## config.mk

```make
export PLATFORM = sky130hd
export DESIGN_NAME = sprite_blitter
export DESIGN_NICKNAME = d
export VERILOG_FILES = /design/src/rtl/sprite_blitter.sv
export SDC_FILE = /design/constraint.sdc
export NUM_CORES = 1
export LEC_CHECK = 0
export BUFFER_PORTS_ARGS = -buffer_cell sky130_fd_sc_hd__buf_2
export CORE_ASPECT_RATIO = 1.25
export CORE_MARGIN = 1
export CORE_UTILIZATION = 51
export CTS_BUF_LIST = sky130_fd_sc_hd__clkbuf_16
export DETAILED_ROUTE_END_ITERATION = 6
export PLACE_DENSITY_LB_ADDON = 0.25
export RECOVER_POWER = 25
export SYNTH_ARGS = -nofsm -noshare
export SYNTH_HDL_FRONTEND = slang
export SYNTH_SLANG_ARGS = --single-unit
```

## constraint.sdc

```tcl
create_clock -name clk -period 2.5 [get_ports clk]
set_clock_uncertainty 0.15 [all_clocks]
set_input_delay 0 -clock clk [delete_from_list [all_inputs] [get_ports clk]]
set_output_delay 0 -clock clk [all_outputs]
set_load 0.02 [all_outputs]
```

## src/rtl/sprite_blitter.sv

```systemverilog
// Rectangle blitter: copies a sprite from a synchronous ROM, or paints a solid fill, onto the VGA plot port.
// Optional colour-key transparency is enabled by defining SPRITE_BLITTER_TRANSPARENCY_EN.
module sprite_blitter #(
  parameter int unsigned X_W      = 9,
  parameter int unsigned Y_W      = 8,
  parameter int unsigned COLOUR_W = 3,
  parameter int unsigned ADDR_W   = 14,
  parameter int unsigned SPR_W    = 80,
  parameter int unsigned SPR_H    = 120,
  parameter int unsigned ROM_LAT  = 1,
  parameter int unsigned SCREEN_W = 320,
  parameter int unsigned SCREEN_H = 240
`ifdef SPRITE_BLITTER_TRANSPARENCY_EN
  ,
  parameter logic [COLOUR_W-1:0] KEY_COLOUR = '0
`endif
) (
  input  logic                clk,
  input  logic                reset,
  input  logic                start,
  input  logic                fill,
`ifdef SPRITE_BLITTER_TRANSPARENCY_EN
  input  logic                key_en,
`endif
  input  logic [X_W-1:0]      x0,
  input  logic [Y_W-1:0]      y0,
  input  logic [X_W-1:0]      w,
  input  logic [Y_W-1:0]      h,
  input  logic [COLOUR_W-1:0] fill_colour,
  output logic [ADDR_W-1:0]   rom_addr,
  input  logic [COLOUR_W-1:0] rom_data,
  output logic [X_W-1:0]      vga_x,
  output logic [Y_W-1:0]      vga_y,
  output logic [COLOUR_W-1:0] vga_colour,
  output logic                vga_plot,
  output logic                busy,
  output logic                done
);

  typedef enum logic [1:0] {StIdle, StScan, StDrain, StDone} state_e;

  localparam int unsigned Last = ROM_LAT - 1;
  localparam logic [X_W:0] ScrW = SCREEN_W[X_W:0];
  localparam logic [Y_W:0] ScrH = SCREEN_H[Y_W:0];

  state_e              state_q;
  logic                fill_q;
  logic [X_W-1:0]      x0_q, w_q, col_q;
  logic [Y_W-1:0]      y0_q, h_q, row_q;
  logic [COLOUR_W-1:0] colour_q;
  logic [ADDR_W-1:0]   addr_q;
  logic [1:0]          lat_cnt_q;
`ifdef SPRITE_BLITTER_TRANSPARENCY_EN
  logic                key_q;
`endif

  logic [X_W-1:0] w_eff;
  logic [Y_W-1:0] h_eff;
  logic           last_col, last_row;
  logic [X_W:0]   px_sum;
  logic [Y_W:0]   py_sum;
  logic           in_bounds;

  assign w_eff     = fill ? w : X_W'(SPR_W);
  assign h_eff     = fill ? h : Y_W'(SPR_H);
  assign last_col  = (col_q == w_q - X_W'(1));
  assign last_row  = (row_q == h_q - Y_W'(1));
  assign px_sum    = {1'b0, x0_q} + {1'b0, col_q};
  assign py_sum    = {1'b0, y0_q} + {1'b0, row_q};
  assign in_bounds = (px_sum < ScrW) && (py_sum < ScrH);

  always_ff @(posedge clk) begin
    if (reset) begin
      state_q   <= StIdle;
      fill_q    <= 1'b0;
      x0_q      <= '0;
      y0_q      <= '0;
      w_q       <= '0;
      h_q       <= '0;
      colour_q  <= '0;
      col_q     <= '0;
      row_q     <= '0;
      addr_q    <= '0;
      lat_cnt_q <= '0;
`ifdef SPRITE_BLITTER_TRANSPARENCY_EN
      key_q     <= 1'b0;
`endif
    end else begin
      unique case (state_q)
        StIdle: begin
          if (start) begin
            fill_q   <= fill;
            x0_q     <= x0;
            y0_q     <= y0;
            w_q      <= w_eff;
            h_q      <= h_eff;
            colour_q <= fill_colour;
            col_q    <= '0;
            row_q    <= '0;
            addr_q   <= '0;
`ifdef SPRITE_BLITTER_TRANSPARENCY_EN
            key_q    <= key_en;
`endif
            state_q  <= (w_eff == '0 || h_eff == '0) ? StDone : StScan;
          end
        end
        StScan: begin
          if (last_col) begin
            col_q <= '0;
            row_q <= row_q + Y_W'(1);
          end else begin
            col_q <= col_q + X_W'(1);
          end
          if (!fill_q) addr_q <= addr_q + ADDR_W'(1);
          if (last_col && last_row) begin
            addr_q    <= '0;
            lat_cnt_q <= '0;
            state_q   <= StDrain;
          end
        end
        StDrain: begin
          if (lat_cnt_q == 2'(ROM_LAT - 1)) state_q <= StDone;
          else lat_cnt_q <= lat_cnt_q + 2'd1;
        end
        StDone:  state_q <= StIdle;
        default: state_q <= StIdle;
      endcase
    end
  end

  // Coordinate/valid pipeline matched to the ROM read latency.
  logic [ROM_LAT-1:0] vld_q, inb_q;
  logic [X_W-1:0]     px_q [ROM_LAT];
  logic [Y_W-1:0]     py_q [ROM_LAT];

  always_ff @(posedge clk) begin
    if (reset) begin
      vld_q <= '0;
      inb_q <= '0;
      for (int i = 0; i < ROM_LAT; i++) begin
        px_q[i] <= '0;
        py_q[i] <= '0;
      end
    end else begin
      vld_q[0] <= (state_q == StScan);
      inb_q[0] <= in_bounds;
      px_q[0]  <= px_sum[X_W-1:0];
      py_q[0]  <= py_sum[Y_W-1:0];
      for (int i = 1; i < ROM_LAT; i++) begin
        vld_q[i] <= vld_q[i-1];
        inb_q[i] <= inb_q[i-1];
        px_q[i]  <= px_q[i-1];
        py_q[i]  <= py_q[i-1];
      end
    end
  end

  logic keep;
`ifdef SPRITE_BLITTER_TRANSPARENCY_EN
  assign keep = !(key_q && !fill_q && (rom_data == KEY_COLOUR));
`else
  assign keep = 1'b1;
`endif

  assign rom_addr   = addr_q;
  assign vga_x      = px_q[Last];
  assign vga_y      = py_q[Last];
  assign vga_colour = vld_q[Last] ? (fill_q ? colour_q : rom_data) : '0;
  assign vga_plot   = vld_q[Last] & inb_q[Last] & keep;
  assign busy       = (state_q != StIdle);
  assign done       = (state_q == StDone);

endmodule

```

==> out/qor.log <==
INFO  drt            final_antenna_net_count=0
INFO  synthesis      syn-cell-area=0.00489mm2
INFO  worst_setup_path cp_data_arrival_time=2680ps
INFO  run_status     violations=setup timing
INFO  worst_setup_path cpPeakStageDelay=520ps
INFO  timing         slew-limit-headroom=69.0%
INFO  layout         num-nets-final=849
INFO  place          place.detailed.hpwl=8.55mm
INFO  synthesis      dominantRegCellSynth=dfxtp_1
INFO  synthesis      ys_types=58
INFO  worst_hold_path hold-path-cell-count=4
INFO  place          dpl-instance-area=0.00570mm2
INFO  layout         finish.cell_count_without_fillers=903
INFO  synthesis      postSynthAreaPerCell=8.25um2
INFO  clocking       ctsHtreeMaxLevel=3
INFO  global_routing grt_antenna_before_repair=0
INFO  worst_setup_path crit_buf_inv=2
INFO  drt            drt_pass1_iterations=4
INFO  timing         layout_setup_ws=-47.2ps
INFO  floorplanning  design.die.area=0.00999mm2
INFO  drt            avgViaCountPerCell=5.63
INFO  run_status     outcome=finished, violations left
INFO  place          gp_congestion=0.888
INFO  clocking       tritoncts=done
INFO  synthesis      synth_enable_flop_cells=0
INFO  layout         syn_to_final_growth=42.8%
INFO  timing         timing.final.hold_violations=0
INFO  worst_setup_path end_kind=flip-flop
INFO  synthesis      synth_seq_cells=92
INFO  power          clockPowerShare=26.7%
INFO  clocking       clock-root-buffer=clkbuf_16
INFO  synthesis      postSynth.asyncResetShare=0%
INFO  clocking       worstSkewPairLatency=340ps
INFO  power          p_leak=0.00291uW
INFO  worst_setup_path worst-endpoint-required=2630ps
INFO  worst_setup_path critical_path.cell_chain=buf_4 -> buf_4 -> nor3_4 -> xnor2_2 -> a2111oi_4 -> and3_4 -> a31oi_4 -> or4_4 -> a21oi_2
INFO  floorplanning  start_util=53.0%
INFO  synthesis      yosys_warnings=0
INFO  timing         final-setup-viol-count=13
INFO  synthesis      top_cell_type_by_total_area_after_synthesis=dfxtp_1
INFO  clocking       tritoncts.num_buffers=9
INFO  floorplanning  fp.dieH=111um
INFO  clocking       clkSlewWorstSetupHoldPaths=60ps
INFO  synthesis      yosysTopAreaCellShare=37.7%
INFO  timing         worst_pin_slew=460ps
INFO  global_routing largest_net_degree_at_the_start_of_global_routing=42
INFO  drt            route.detailed.wl_per_inst=15.4um
INFO  timing         setup_repair_after_global_routing_missed_its_margin=yes
INFO  timing         fin_crit_sh=102%
INFO  power          power.total=5350uW
INFO  floorplanning  core-area=0.00922mm2
INFO  drt            first_iter_violations=242
INFO  timing         finalCriticalPeriod=2550ps
INFO  run            max_cap_viol_count=0
INFO  global_routing grt_overflow_total=0
INFO  global_routing wire_length_of_the_first_global_routing_pass=22.0mm
INFO  timing         max_freq=393MHz
INFO  place          placed_cells=815
INFO  synthesis      postSynthNetCount=667
INFO  synthesis      synth_seq_area_share=37.7%
INFO  layout         share_of_layout_cells_above_drive_strength_1=24.4%
INFO  power          seqPwrFrac=33.5%
INFO  worst_setup_path crit_family=simple AND/OR/NAND/NOR gates
INFO  power          pwr_density_cell=766mW/mm2
INFO  worst_setup_path ff2ff_path_depth=9
INFO  clocking       cts_buffer_depth=2
INFO  drt            route.vias.total=5086
INFO  synthesis      synthCells=593
INFO  worst_setup_path path_common_cell=buf_4
INFO  layout         fin_area=0.00699mm2
INFO  power          pwr-share-comb=39.9%
INFO  worst_setup_path crit_fanout=5
INFO  power          power.share.switching=35.8%
INFO  worst_setup_path crit_slowest_cell=or4_4
INFO  worst_setup_path worstSetupStartpointType=flip-flop
INFO  timing         final-max-slew-violation-count=0
INFO  floorplanning  std_cell_rows=39
INFO  power          power.switching=1910uW
INFO  timing         finalHoldWorstSlack=237ps
INFO  power          ir_drop=0.000487V
INFO  worst_hold_path min-delay-path-class=input pin to output pin
INFO  global_routing grt.total_usage=27.9%
INFO  drt            route.final.wire_length=13.9mm
INFO  layout         antenna-diode-count=0
INFO  power          power_report.internal_total=3440uW
INFO  worst_setup_path path_depth=9
INFO  drt            drcViolationCount=0
INFO  synthesis      ys_top_cells_by_area=dfxtp_1 (38%), ha_1 (7.2%), a21oi_1 (6.9%), nand2_1 (5.7%), xnor2_1 (3.6%)
INFO  clocking       clkSinkCount=92
INFO  floorplanning  floorplan.die.width=89.6um
INFO  worst_setup_path worst-setup-path-type=flip-flop to flip-flop
INFO  global_routing first_global_vias=4926
INFO  floorplanning  num_io_pins=81
INFO  place          placement.io_buffers=80
-- area by class of cell --
cell class                 count  area (um2)
inverter                      23        91.3
fill                         630        2240
sequential                    92        1860
tap                          123         154
clock inverter                 7        83.8
multi-input combinational    454        3170
timing repair buffer         195        1410
clock buffer                   9         225
-- metrics by stage --
stage          worst slack [ps]  setup TNS [ps]  utilization, %
2_1_floorplan              3.44               0               -
3_3_place_gp              -47.0            -402            61.8
3_5_place_dp               -106           -1350            61.8
4_1_cts                   -29.0           -63.4            73.6
5_1_grt                    -203           -2130            75.8
6_report                  -47.2            -255            75.8
-- sequential cells by signal, indices dropped and copies added, names as in the netlist, 9 cells and up --
name,flops
rom_addr,14
col_q,9
px_q,9
w_q,9
x0_q,9
-- repair_timing --
item,CTS,global route
gates resized for setup,27,48
setup buffers,8,2
pin swaps,27,27
hold buffers,60,0
setup endpoints to repair,29,34
gates cloned,2,0
hold endpoints to repair,47,0
-- cells in the mapped netlist, types with 2 or more instances --
cell type and number:
o21ai_0 25, fa_1 2, a311oi_1 2, o21a_1 3, and2_1 3, nand4_1 11, nor3b_1 4, nand2_1 74
xnor2_1 20, a211oi_1 10, xor2_1 19, clkbuf_1 20, nor3_1 13, nor2_1 42, o31ai_1 6, a21oi_1 67
dfxtp_1 92, or3_1 17, nand2b_1 4, o211ai_1 2, nand3_1 25, nand3b_1 2, mux2i_1 3, a31oi_1 7
inv_1 23, nor4_1 4, or4_1 5, o21ai_2 2, a21o_1 11, ha_1 28, and3_1 7, nor2b_1 12
buf_2 2, buf_1 2
-- worst reg2reg max path, cell delays in order, from the launching register on --
cell       delay, ps
dfxtp_4          370
buf_4            140
buf_4            140
nor3_4           210
xnor2_2          110
a2111oi_4        300
and3_4           290
a31oi_4          150
or4_4            520
a21oi_2          120
-- path summary, 6_finish.rpt --
check                                  from             to  slack, ps
worst max register to register       w_q[0]    rom_addr[7]        -50
worst min register to register  colour_q[2]    colour_q[2]        310
worst max-delay path                 w_q[0]    rom_addr[7]        -50
worst min-delay path            rom_data[1]  vga_colour[1]        240
-- cells in the final DEF, fill, tap and decap left out, types with 8 or more instances in the layout --
master,instances
dfxtp_1,85
nand2_1,73
dlygate4sd3_1,60
a21oi_1,54
buf_2,54
buf_4,48
nor2_1,41
ha_1,26
clkbuf_1,26
nand3_1,25
o21ai_0,24
inv_1,23
xnor2_1,18
xor2_1,18
a21oi_2,13
or3_1,12
nor2b_1,11
nand4_1,11
a21o_1,11
nor3_1,10
clkbuf_16,9
a211oi_1,8
-- cells by family (layout without fill, tap and decap cells) --
logic type	Yosys count	count (layout)	synth area share, %
xor gates and xnor gates	39	39	6.98
DFF	92	92	37.7
adders and majority gates	30	30	7.98
and+or+nand+nor	232	232	23.8
muxes	3	3	0.614
buffers and inverters	48	234	3.89
AOI/OAI and AO/OA	149	150	19.1
-- layer usage --
layer / routed length [um] / track usage [%] / vias to the layer above
met5: 0 / 0 / -
met4: 321 / 12.7 / 0
met1: 5580 / 30.9 / 2436
met2: 7400 / 50.2 / 145
met3: 583 / 5.04 / 34
li1: - / - / 2471
-- power groups by stage --
stage	Sequential [uW]	Clock [uW]	Combinational [uW]
2_1_floorplan	1850	0	1100
3_3_place_gp	1800	0	1670
3_5_place_dp	1810	0	1720
4_1_cts	1780	1430	1980
5_1_grt	1810	1500	2310
6_report	1790	1430	2130
Power figures use the tool's default switching activity.
